### config.mk
export PLATFORM = sky130hd
export DESIGN_NAME = matmul_seq_ctrl
export DESIGN_NICKNAME = d
export VERILOG_FILES = /design/src/rtl/matmul_pkg.sv /design/src/rtl/matmul_decode.sv /design/src/rtl/matmul_seq_ctrl.sv
export SDC_FILE = /design/constraint.sdc
export NUM_CORES = 1
export LEC_CHECK = 0
export CORE_MARGIN = 5
export CORE_UTILIZATION = 35
export CTS_BUF_LIST = sky130_fd_sc_hd__clkbuf_8
export DETAILED_ROUTE_END_ITERATION = 8
export PLACE_DENSITY = 0.79
export SETUP_SLACK_MARGIN = 0.5
export SLEW_MARGIN = 40
export SYNTH_ARGS = -nofsm -noshare
export SYNTH_HDL_FRONTEND = slang
export SYNTH_SLANG_ARGS = --single-unit
export TNS_END_PERCENT = 1
### constraint.sdc
create_clock -name clk -period 2 [get_ports clk]
set_input_delay 0.3 -clock clk [delete_from_list [all_inputs] [get_ports clk]]
set_output_delay 0.3 -clock clk [all_outputs]
set_load 0.02 [all_outputs]
### src/rtl/matmul_pkg.sv
// Shared types and encodings for the MATMUL2 fetch-redirect controller.
package matmul_pkg;

   typedef enum logic [1:0] {
      S_IDLE  = 2'd0,
      S_ENTER = 2'd1,
      S_RUN   = 2'd2,
      S_EXIT  = 2'd3
   } state_t;

   localparam logic [6:0]  OP_MATMUL          = 7'b1111010;
   localparam logic [2:0]  F3_START           = 3'b000;
   localparam logic [2:0]  F3_END             = 3'b111;
   localparam logic [31:0] UCODE_BASE_DEFAULT = 32'h0000_0000;

endpackage

### src/rtl/matmul_decode.sv
// Combinational STARTMATMUL2 / ENDMATMUL detector, shared with the hazard unit.
module matmul_decode import matmul_pkg::*; #(
   parameter int XLEN = 32
) (
   input  logic [XLEN-1:0] instr_i,
   output logic            is_start_o,
   output logic            is_end_o
);

   logic is_op;
   logic unused_bits;

   assign is_op      = (instr_i[6:0] == OP_MATMUL);
   assign is_start_o = is_op && (instr_i[14:12] == F3_START);
   assign is_end_o   = is_op && (instr_i[14:12] == F3_END);

   assign unused_bits = ^{instr_i[XLEN-1:15], instr_i[11:7]};

endmodule

### src/rtl/matmul_seq_ctrl.sv
// MATMUL2 fetch-redirect FSM: enter/exit microcode mode, save/restore the return PC.
// Optional RUN-state watchdog enabled by defining MATMUL_WDOG_EN.
module matmul_seq_ctrl import matmul_pkg::*; #(
   parameter int              XLEN        = 32,
   parameter logic [XLEN-1:0] UCODE_BASE  = XLEN'(UCODE_BASE_DEFAULT),
   parameter int              CNT_W       = 16,
   parameter int              WDOG_CYCLES = 1024
) (
   input  logic             clk,
   input  logic             reset,
   input  logic [XLEN-1:0]  InstrD,
   input  logic [XLEN-1:0]  PCPlus4D,
   input  logic             StallD,
   output logic             toggle_fsm,
   output logic             save_pc,
   output logic             fsm_state,
   output logic             im_sel,
   output logic             redirect,
   output logic [XLEN-1:0]  redirect_pc,
   output logic             flush,
   output logic [XLEN-1:0]  pc_backup,
   output logic [CNT_W-1:0] uop_count,
`ifdef MATMUL_WDOG_EN
   output logic             wdog_hit,
`endif
   output logic             seq_err
);

   state_t             state_q, state_d;
   logic [XLEN-1:0]    pc_backup_q, pc_backup_d;
   logic [CNT_W-1:0]   uop_count_q, uop_count_d;
   logic               seq_err_q, seq_err_d;
   logic               is_start, is_end;
   logic               start_acc, end_acc;

   matmul_decode #(.XLEN(XLEN)) u_decode (
      .instr_i    (InstrD),
      .is_start_o (is_start),
      .is_end_o   (is_end)
   );

   assign start_acc = (state_q == S_IDLE) && is_start && !StallD;
   assign end_acc   = (state_q == S_RUN)  && is_end   && !StallD;

`ifdef MATMUL_WDOG_EN
   localparam int WD_W = $clog2(WDOG_CYCLES + 1);
   logic [WD_W-1:0] wdog_q, wdog_d;
   logic            wdog_expire;

   // A same-cycle END wins over the timeout and is treated as a clean exit.
   assign wdog_expire = (state_q == S_RUN) && (wdog_q == WD_W'(WDOG_CYCLES - 1)) && !end_acc;
   assign wdog_hit    = wdog_expire && !reset;

   always_comb begin
      wdog_d = wdog_q;
      if (state_q == S_ENTER)    wdog_d = '0;
      else if (state_q == S_RUN) wdog_d = wdog_q + 1'b1;
   end

   always_ff @(posedge clk) begin
      if (reset) wdog_q <= '0;
      else       wdog_q <= wdog_d;
   end
`endif

   always_comb begin
      state_d     = state_q;
      pc_backup_d = pc_backup_q;
      uop_count_d = uop_count_q;
      seq_err_d   = seq_err_q;
      case (state_q)
         S_IDLE: begin
            if (start_acc) begin
               state_d     = S_ENTER;
               pc_backup_d = PCPlus4D;
               uop_count_d = '0;
            end else if (is_end && !StallD) begin
               seq_err_d = 1'b1;
            end
         end
         S_ENTER: state_d = S_RUN;
         S_RUN: begin
            if (end_acc) begin
               state_d = S_EXIT;
            end else begin
`ifdef MATMUL_WDOG_EN
               if (wdog_expire) begin
                  state_d   = S_EXIT;
                  seq_err_d = 1'b1;
               end
`endif
               // A nested START is rejected and is not a microcode instruction.
               if (!StallD) begin
                  if (is_start)               seq_err_d   = 1'b1;
                  else if (uop_count_q != '1) uop_count_d = uop_count_q + 1'b1;
               end
            end
         end
         S_EXIT:  state_d = S_IDLE;
         default: state_d = S_IDLE;
      endcase
   end

   always_ff @(posedge clk) begin
      if (reset) begin
         state_q     <= S_IDLE;
         pc_backup_q <= '0;
         uop_count_q <= '0;
         seq_err_q   <= 1'b0;
      end else begin
         state_q     <= state_d;
         pc_backup_q <= pc_backup_d;
         uop_count_q <= uop_count_d;
         seq_err_q   <= seq_err_d;
      end
   end

   assign toggle_fsm  = (start_acc || end_acc) && !reset;
   assign save_pc     = start_acc && !reset;
   assign fsm_state   = (state_q != S_IDLE);
   assign im_sel      = (state_q == S_ENTER) || (state_q == S_RUN);
   assign redirect    = (state_q == S_ENTER) || (state_q == S_EXIT);
   assign flush       = redirect;
   assign redirect_pc = (state_q == S_ENTER) ? UCODE_BASE :
                        (state_q == S_EXIT)  ? pc_backup_q : '0;
   assign pc_backup   = pc_backup_q;
   assign uop_count   = uop_count_q;
   assign seq_err     = seq_err_q;

endmodule

==> results.sh, run 1 <==
export IMPL_synth_cell_type_count=46
export IMPL_post_layout_instance_count_excluding_filler_cells=584
export IMPL_worst_endpoint_required_ns=2.18
export IMPL_utilization_pct=62.7
export IMPL_cap_viol_max_count=0
export IMPL_worst_setup_path_class="input pin to flop"
export IMPL_timing_final_crit_period_ns=1.90
export IMPL_clock_skew_final_ns=0.00488
export IMPL_cts_clk_slew_worst_paths_ns=0.09
export IMPL_p_total_mw=1.99
export IMPL_cp_startpoint="StallD"
export IMPL_r2r_start="state_q[1]"
export IMPL_final_total_negative_setup_slack_ns=0
export IMPL_critical_path_endpoint_type="flop"
export IMPL_hp_class="flop to flop"
export IMPL_clkLatencyLatePin_ns=0.30
export IMPL_final_design_area_no_fill_mm2=0.00452
export IMPL_power_per_cell_area_mw_per_mm2=440
export IMPL_htree_num_levels=2
export IMPL_vdd_drop_max_uv=222
export IMPL_detailedPlacementHpwl_um=6720
export IMPL_die_w_um=95.7
export IMPL_post_synth_inst_count=336
export IMPL_critPathMaxFanout=10
export IMPL_critical_path_slowest_cell="sky130_fd_sc_hd__or4b_4"
export IMPL_finalCritPeriodShare_pct=95.1
export IMPL_num_io_pins=154
export IMPL_crit_top_cell="sky130_fd_sc_hd__buf_4"
export IMPL_vias_per_cell=5.18
export IMPL_cp_start_kind="input pin"
export IMPL_clock_path_buffers=2
export IMPL_globalRouteOverflowTotal=0
export IMPL_synth_largest_area_cell="sky130_fd_sc_hd__dfxtp_1"
export IMPL_yosys_register_bits=51
export IMPL_hold_path_startpoint="pc_backup[16]"
export IMPL_yosysSeqAreaShare_pct=39.8
export IMPL_wl_per_cell_um=16.0
export IMPL_relSlewSlack_pct=70.3
export IMPL_detailed_place_area_mm2=0.00422
export IMPL_first_global_vias=2880
export IMPL_arrival_ns=2.08
export IMPL_globalplace_congestion=0.891
export IMPL_synth_enable_flop_cells=0
export IMPL_ctsRootBufferMaster="sky130_fd_sc_hd__clkbuf_8"
export IMPL_cts_hold_buffers_added=0
export IMPL_die_height_um=95.7
export IMPL_global_route_wire_length_before_repair_um=14300
export IMPL_placed_cells=570
export IMPL_drive_gt1_share_pct=28.0
export IMPL_detail_route_wirelength_um=9350
export IMPL_post_synth_top_count_cell="sky130_fd_sc_hd__nand2_1"
export IMPL_timing_fmax_mhz=526
export IMPL_rrSetupSlack_ns=0.13
export IMPL_gr_usage_all_layers_pct=19.5
export IMPL_final_antenna_net_count=0
export IMPL_critical_path_top_delay_family="compound AO/OA/AOI/OAI gates"
export IMPL_async_flop_share_pct=0
export IMPL_cts_made_buffers=5
export IMPL_synthTopCellsByCount="sky130_fd_sc_hd__nand2_1 (76), sky130_fd_sc_hd__dfxtp_1 (51), sky130_fd_sc_hd__a21oi_1 (40)"
export IMPL_mappedNetlistArea_mm2=0.00257
export IMPL_yosysWarnings=0
export IMPL_clock_tree_from_tritoncts="yes"
export IMPL_hold_viol=0
export IMPL_worst_slack_ns=0.0973
export IMPL_synth_nets=408
export IMPL_grt_max_degree=40
export IMPL_initialDrtViolationCount=65
export IMPL_cts_sinks=51
export IMPL_via_count=3026
export IMPL_setup_violations_final=0
export IMPL_critical_path_buf_inv_count=3
export IMPL_grt_setup_unrepaired="true"
export IMPL_antenna_found_initial=0
export IMPL_synth_ff_type="sky130_fd_sc_hd__dfxtp_1"
export IMPL_critical_path_max_stage_delay_ns=0.57
export IMPL_initial_utilization_pct=35.6
export IMPL_syn_mean_instance_area_um2=7.64
export IMPL_detailedPlace_worstSlack_ns=-0.535
export IMPL_timing_hold_ws_ns=0.468
export IMPL_crit_path_cell_trace="dlygate4sd2_1 -> or4b_4 -> buf_4 -> o41ai_4 -> a21oi_2 -> buf_4 -> o21ai_0 -> o41ai_2"
export IMPL_number_of_nets_in_the_finished_design=556
export IMPL_core_area_mm2=0.00721
export IMPL_antenna_cells=0
export IMPL_syn_to_final_growth_pct=76.2
export IMPL_run_status="finished, final reports clean"
export IMPL_drc=0
export IMPL_detailedRoute_firstPassIterationCount=7
export IMPL_cellLeakagePower_nw=1.69
export IMPL_design_die_area_mm2=0.00915
export IMPL_max_slew_violation_count=0
export IMPL_num_rows=31
export IMPL_numPortBuffers=131
export IMPL_worstMarginPinSlew_ns=0.444
export IMPL_ys_top_cells_by_area="sky130_fd_sc_hd__dfxtp_1 (40%), sky130_fd_sc_hd__nand2_1 (11%), sky130_fd_sc_hd__and2_1 (8.0%), sky130_fd_sc_hd__a21oi_1 (7.8%), sky130_fd_sc_hd__o21ai_0 (2.9%)"
export IMPL_yosys_area_top_type_share_pct=39.8
==> cells by family after synthesis <==
kind of cell               count (synthesis)  share of synthesized area (%)
muxes                                      1                          0.390
and+or+nand+nor                          164                           31.5
DFF                                       51                           39.8
AOI/OAI and AO/OA                         86                           20.9
adders and majority gates                  5                           2.44
buffers and inverters                     29                           5.02
==> what timing repair did <==
item / 4_1_cts / 5_1_grt
hold endpoints to repair: 0 / 0
cloned: 4 / 0
pin swaps: 10 / 6
resized for setup: 221 / 40
endpoints found under the setup margin: 137 / 138
setup buffers: 1 / 1
==> routing by layer <==
metal	global-route usage [%]	part of all wire, %
met2	34.7	51
met4	2.96	0.41
met5	0	0
met1	24.1	40
met3	4.97	8.5
==> path summary, 6_finish.rpt <==
kind | end | depth (start not counted)
worst max-delay path | uop_count[10] | 8
worst min register to register | pc_backup[16] | 2
worst max register to register | uop_count[10] | 9
worst min-delay path | pc_backup[16] | 2
==> cell usage in the layout (no fill, tap or decap), types with 11 or more instances in the layout <==
cell type,netlist,routed
sky130_fd_sc_hd__and2_1,33,12
sky130_fd_sc_hd__dfxtp_1,51,37
sky130_fd_sc_hd__nor2_1,16,13
sky130_fd_sc_hd__a21oi_1,40,40
sky130_fd_sc_hd__clkdlybuf4s50_1,0,86
sky130_fd_sc_hd__nand2_1,76,75
sky130_fd_sc_hd__o21ai_0,15,12
sky130_fd_sc_hd__buf_4,2,32
sky130_fd_sc_hd__dlygate4sd2_1,0,11
sky130_fd_sc_hd__buf_6,1,31
sky130_fd_sc_hd__and2_4,0,21
==> where the power goes <==
group	internal [mW]	switching (mW)
sequential	1.02	0.0176
clock	0.242	0.339
combinational	0.195	0.176
total	1.46	0.532
==> cell type report <==
type | instances | area (µm²)
Clock buffer | 5 | 68.8
Fill cell | 614 | 2690
Multi-Input combinational cell | 256 | 1660
Tap cell | 99 | 124
Sequential cell | 51 | 1050
Timing Repair Buffer | 161 | 1570
Clock inverter | 3 | 15.0
Inverter | 9 | 38.8
==> flip-flops by register name (all words and copies together) (netlist names) <==
name	flops
uop_count	16
seq_err	1
pc_backup	32
state_q	2
==> tightest hold or removal path, cell delays in order, from the launching register on <==
cell	delay, ns
sky130_fd_sc_hd__dfxtp_1	0.32
sky130_fd_sc_hd__nand2_1	0.05
sky130_fd_sc_hd__a21oi_1	0.05
Note: power is estimated with default switching activity, not from simulation.
==> run 2, diff against run 1 <==
--- a/config.mk
+++ b/config.mk
@@ -5,7 +5,7 @@
 export SDC_FILE = /design/constraint.sdc
 export NUM_CORES = 1
 export LEC_CHECK = 0
-export CORE_MARGIN = 5
+export CORE_MARGIN = 8
 export CORE_UTILIZATION = 35
 export CTS_BUF_LIST = sky130_fd_sc_hd__clkbuf_8
 export DETAILED_ROUTE_END_ITERATION = 8
==> constraint.sdc (replaced) <==
create_clock -name clk -period 2 [get_ports clk]
set_input_delay 0.4 -clock clk [delete_from_list [all_inputs] [get_ports clk]]
set_output_delay 0.4 -clock clk [all_outputs]
set_load 0.02 [all_outputs]
==> results.sh, run 2 (synthesis gave the netlist of run 1 again) <==
export IMPL_worst_setup_path_class="flop to primary output"
export IMPL_num_rows=31
export IMPL_critical_path_endpoint_type="primary output"
export IMPL_min_delay_path_depth=2
export IMPL_cts_clk_slew_worst_paths_ns=0.09
export IMPL_arrival_ns=1.59
export IMPL_grt_max_degree=40
export IMPL_utilization_pct=66.7
export IMPL_finalCritPeriodShare_pct=99.5
export IMPL_ff_latch_area_mm2=0.00104
export IMPL_vdd_drop_max_uv=319
export IMPL_critical_path_slowest_cell="sky130_fd_sc_hd__dfxtp_4"
export IMPL_crit_cells=6
export IMPL_die_height_um=102
export IMPL_clock_tree_from_tritoncts="yes"
export IMPL_multi_input_area_mm2=0.00173
export IMPL_detailedPlacementHpwl_um=6880
export IMPL_antenna_cells=0
export IMPL_setup_violations_final=0
export IMPL_die_w_um=102
export IMPL_final_antenna_net_count=0
export IMPL_timing_final_crit_period_ns=1.99
export IMPL_crit_path_cell_trace="inv_4 -> ha_4 -> nor2b_4 -> buf_6 -> and2_4 -> buf_6"
export IMPL_drive_gt1_share_pct=33.0
export IMPL_crit_top_cell="sky130_fd_sc_hd__buf_6"
export IMPL_power_per_cell_area_mw_per_mm2=437
export IMPL_relSlewSlack_pct=71.0
export IMPL_first_global_vias=2844
export IMPL_layout_cells_most_common="sky130_fd_sc_hd__nand2_1"
export IMPL_final_design_area_no_fill_mm2=0.00479
export IMPL_worst_endpoint_required_ns=1.60
export IMPL_critical_path_top_delay_family="simple AND/OR/NAND/NOR gates"
export IMPL_cap_viol_max_count=0
export IMPL_hold_viol=0
export IMPL_clock_skew_final_ns=0.00650
export IMPL_wl_per_cell_um=17.6
export IMPL_r2r_start="state_q[0]"
export IMPL_core_area_mm2=0.00718
export IMPL_worst_r2r_cell_count=9
export IMPL_cts_sinks=51
export IMPL_syn_to_final_growth_pct=86.5
export IMPL_globalRouteOverflowTotal=0
export IMPL_hp_class="flop to flop"
export IMPL_num_io_pins=154
export IMPL_max_ffs_per_register=32
export IMPL_critPathMaxFanout=6
export IMPL_fill_cell_instance_count_of_the_final_layout=548
export IMPL_numPortBuffers=131
export IMPL_detailedRoute_firstPassIterationCount=4
export IMPL_vias_per_cell=5.20
export IMPL_worstMarginPinSlew_ns=0.436
export IMPL_ctsRootBufferMaster="sky130_fd_sc_hd__clkbuf_8"
export IMPL_number_of_nets_in_the_finished_design=559
export IMPL_gr_usage_all_layers_pct=16.8
export IMPL_via_count=3055
export IMPL_layout_common_cells="sky130_fd_sc_hd__nand2_1 (76), sky130_fd_sc_hd__dlymetal6s2s_1 (48), sky130_fd_sc_hd__buf_6 (45), sky130_fd_sc_hd__dfxtp_1 (45), sky130_fd_sc_hd__clkdlybuf4s50_1 (37)"
export IMPL_cellLeakagePower_nw=2.64
export IMPL_run_status="finished, final reports clean"
export IMPL_global_route_wire_length_before_repair_um=13900
export IMPL_cts_made_buffers=5
export IMPL_drc=0
export IMPL_max_slew_violation_count=0
export IMPL_timing_fmax_mhz=503
export IMPL_htree_num_levels=2
export IMPL_rr_endpoint="uop_count[9]"
export IMPL_initialDrtViolationCount=101
export IMPL_design_die_area_mm2=0.0103
export IMPL_critical_path_max_stage_delay_ns=0.39
export IMPL_detailed_place_area_mm2=0.00417
export IMPL_cp_start_kind="flop"
export IMPL_rrSetupSlack_ns=0.06
export IMPL_detail_route_wirelength_um=10300
export IMPL_hold_path_endpoint="pc_backup[11]"
export IMPL_initial_utilization_pct=35.8
export IMPL_critical_path_buf_inv_count=3
export IMPL_grt_setup_unrepaired="true"
export IMPL_antenna_found_initial=0
export IMPL_globalplace_congestion=0.844
export IMPL_hold_path_startpoint="pc_backup[11]"
export IMPL_clock_path_buffers=2
export IMPL_clkLatencyLatePin_ns=0.31
-- run 2: cell types whose count changed in the layout (fill, tap and decap cells not counted), sizes merged --
cell           delta
clkdlybuf4s50    -49
dlymetal6s2s     +48
dlygate4sd2       -8
buf               +7
clkbuf            +3
clkdlybuf4s15     +3
inv               -2
clkinvlp          +1
-- run 2: timing repair --
| item | 4_1_cts | 5_1_grt |
|---|---|---|
| buffers inserted | 3 | 0 |
| hold buffers | 0 | 0 |
| gates cloned | 4 | 0 |
| endpoints found under the setup margin | 138 | 138 |
| pin swaps | 7 | 17 |
| resized for setup | 217 | 166 |
-- run 2: worst register-to-register path, stage by stage (launching register included) --
cell                       delay (ns)
sky130_fd_sc_hd__dfxtp_4         0.39
sky130_fd_sc_hd__inv_2           0.06
sky130_fd_sc_hd__buf_4           0.13
sky130_fd_sc_hd__ha_2            0.19
sky130_fd_sc_hd__buf_6           0.15
sky130_fd_sc_hd__nand2b_4        0.15
sky130_fd_sc_hd__o41ai_4         0.21
sky130_fd_sc_hd__a21oi_2         0.08
sky130_fd_sc_hd__a21o_1          0.21
sky130_fd_sc_hd__a211o_1         0.26
-- run 2: routing by layer --
metal	vias to the layer above	track usage, %	part of all wire (%)
met5	-	0	0
met4	0	4.35	1.3
met3	16	4.74	6.0
met2	127	30.3	50
met1	1450	18.8	43
li1	1462	-	-
-- run 2: how the worst max path moves through the flow --
| stage | from | to | slack (ns) |
|---|---|---|---|
| after floorplan | InstrD[13] | uop_count[3] | 0.21 |
| after global placement | StallD | toggle_fsm | -0.71 |
| after detailed placement | StallD | toggle_fsm | -0.71 |
| after CTS | state_q[1] | redirect_pc[12] | 0.01 |
| after global routing | state_q[1] | redirect_pc[12] | -0.06 |
| final | state_q[1] | redirect_pc[19] | 0.01 |
-- run 2: area by class of cell --
class                           count  share of cell area, %
Clock buffer                        6                   1.72
Clock inverter                      2                  0.340
Inverter                            9                  0.758
Multi-Input combinational cell    256                   36.1
Sequential cell                    51                   21.7
Tap cell                           99                   2.59
Timing Repair Buffer              164                   36.8
-- run 2: power breakdown --
| part | switching [mW] | internal, mW |
|---|---|---|
| Clock | 0.351 | 0.283 |
| Sequential | 0.0153 | 1.02 |
| Combinational | 0.193 | 0.227 |
| Total | 0.559 | 1.53 |
-- run 2: per-stage QoR --
stage / TNS (ns) / worst slack [ns] / power, mW / hold slack [ns] / instances
after floorplan: 0 / 0.207 / 1.22 / 0.499 / 336
after global placement: -14.50 / -0.711 / 1.41 / 0.447 / 572
after detailed placement: -15.96 / -0.711 / 1.42 / 0.453 / 572
after CTS: 0 / 0.0142 / 2.04 / 0.466 / 587
after global routing: -1.34 / -0.0613 / 2.18 / 0.492 / 587
final: 0 / 0.0102 / 2.09 / 0.470 / 587
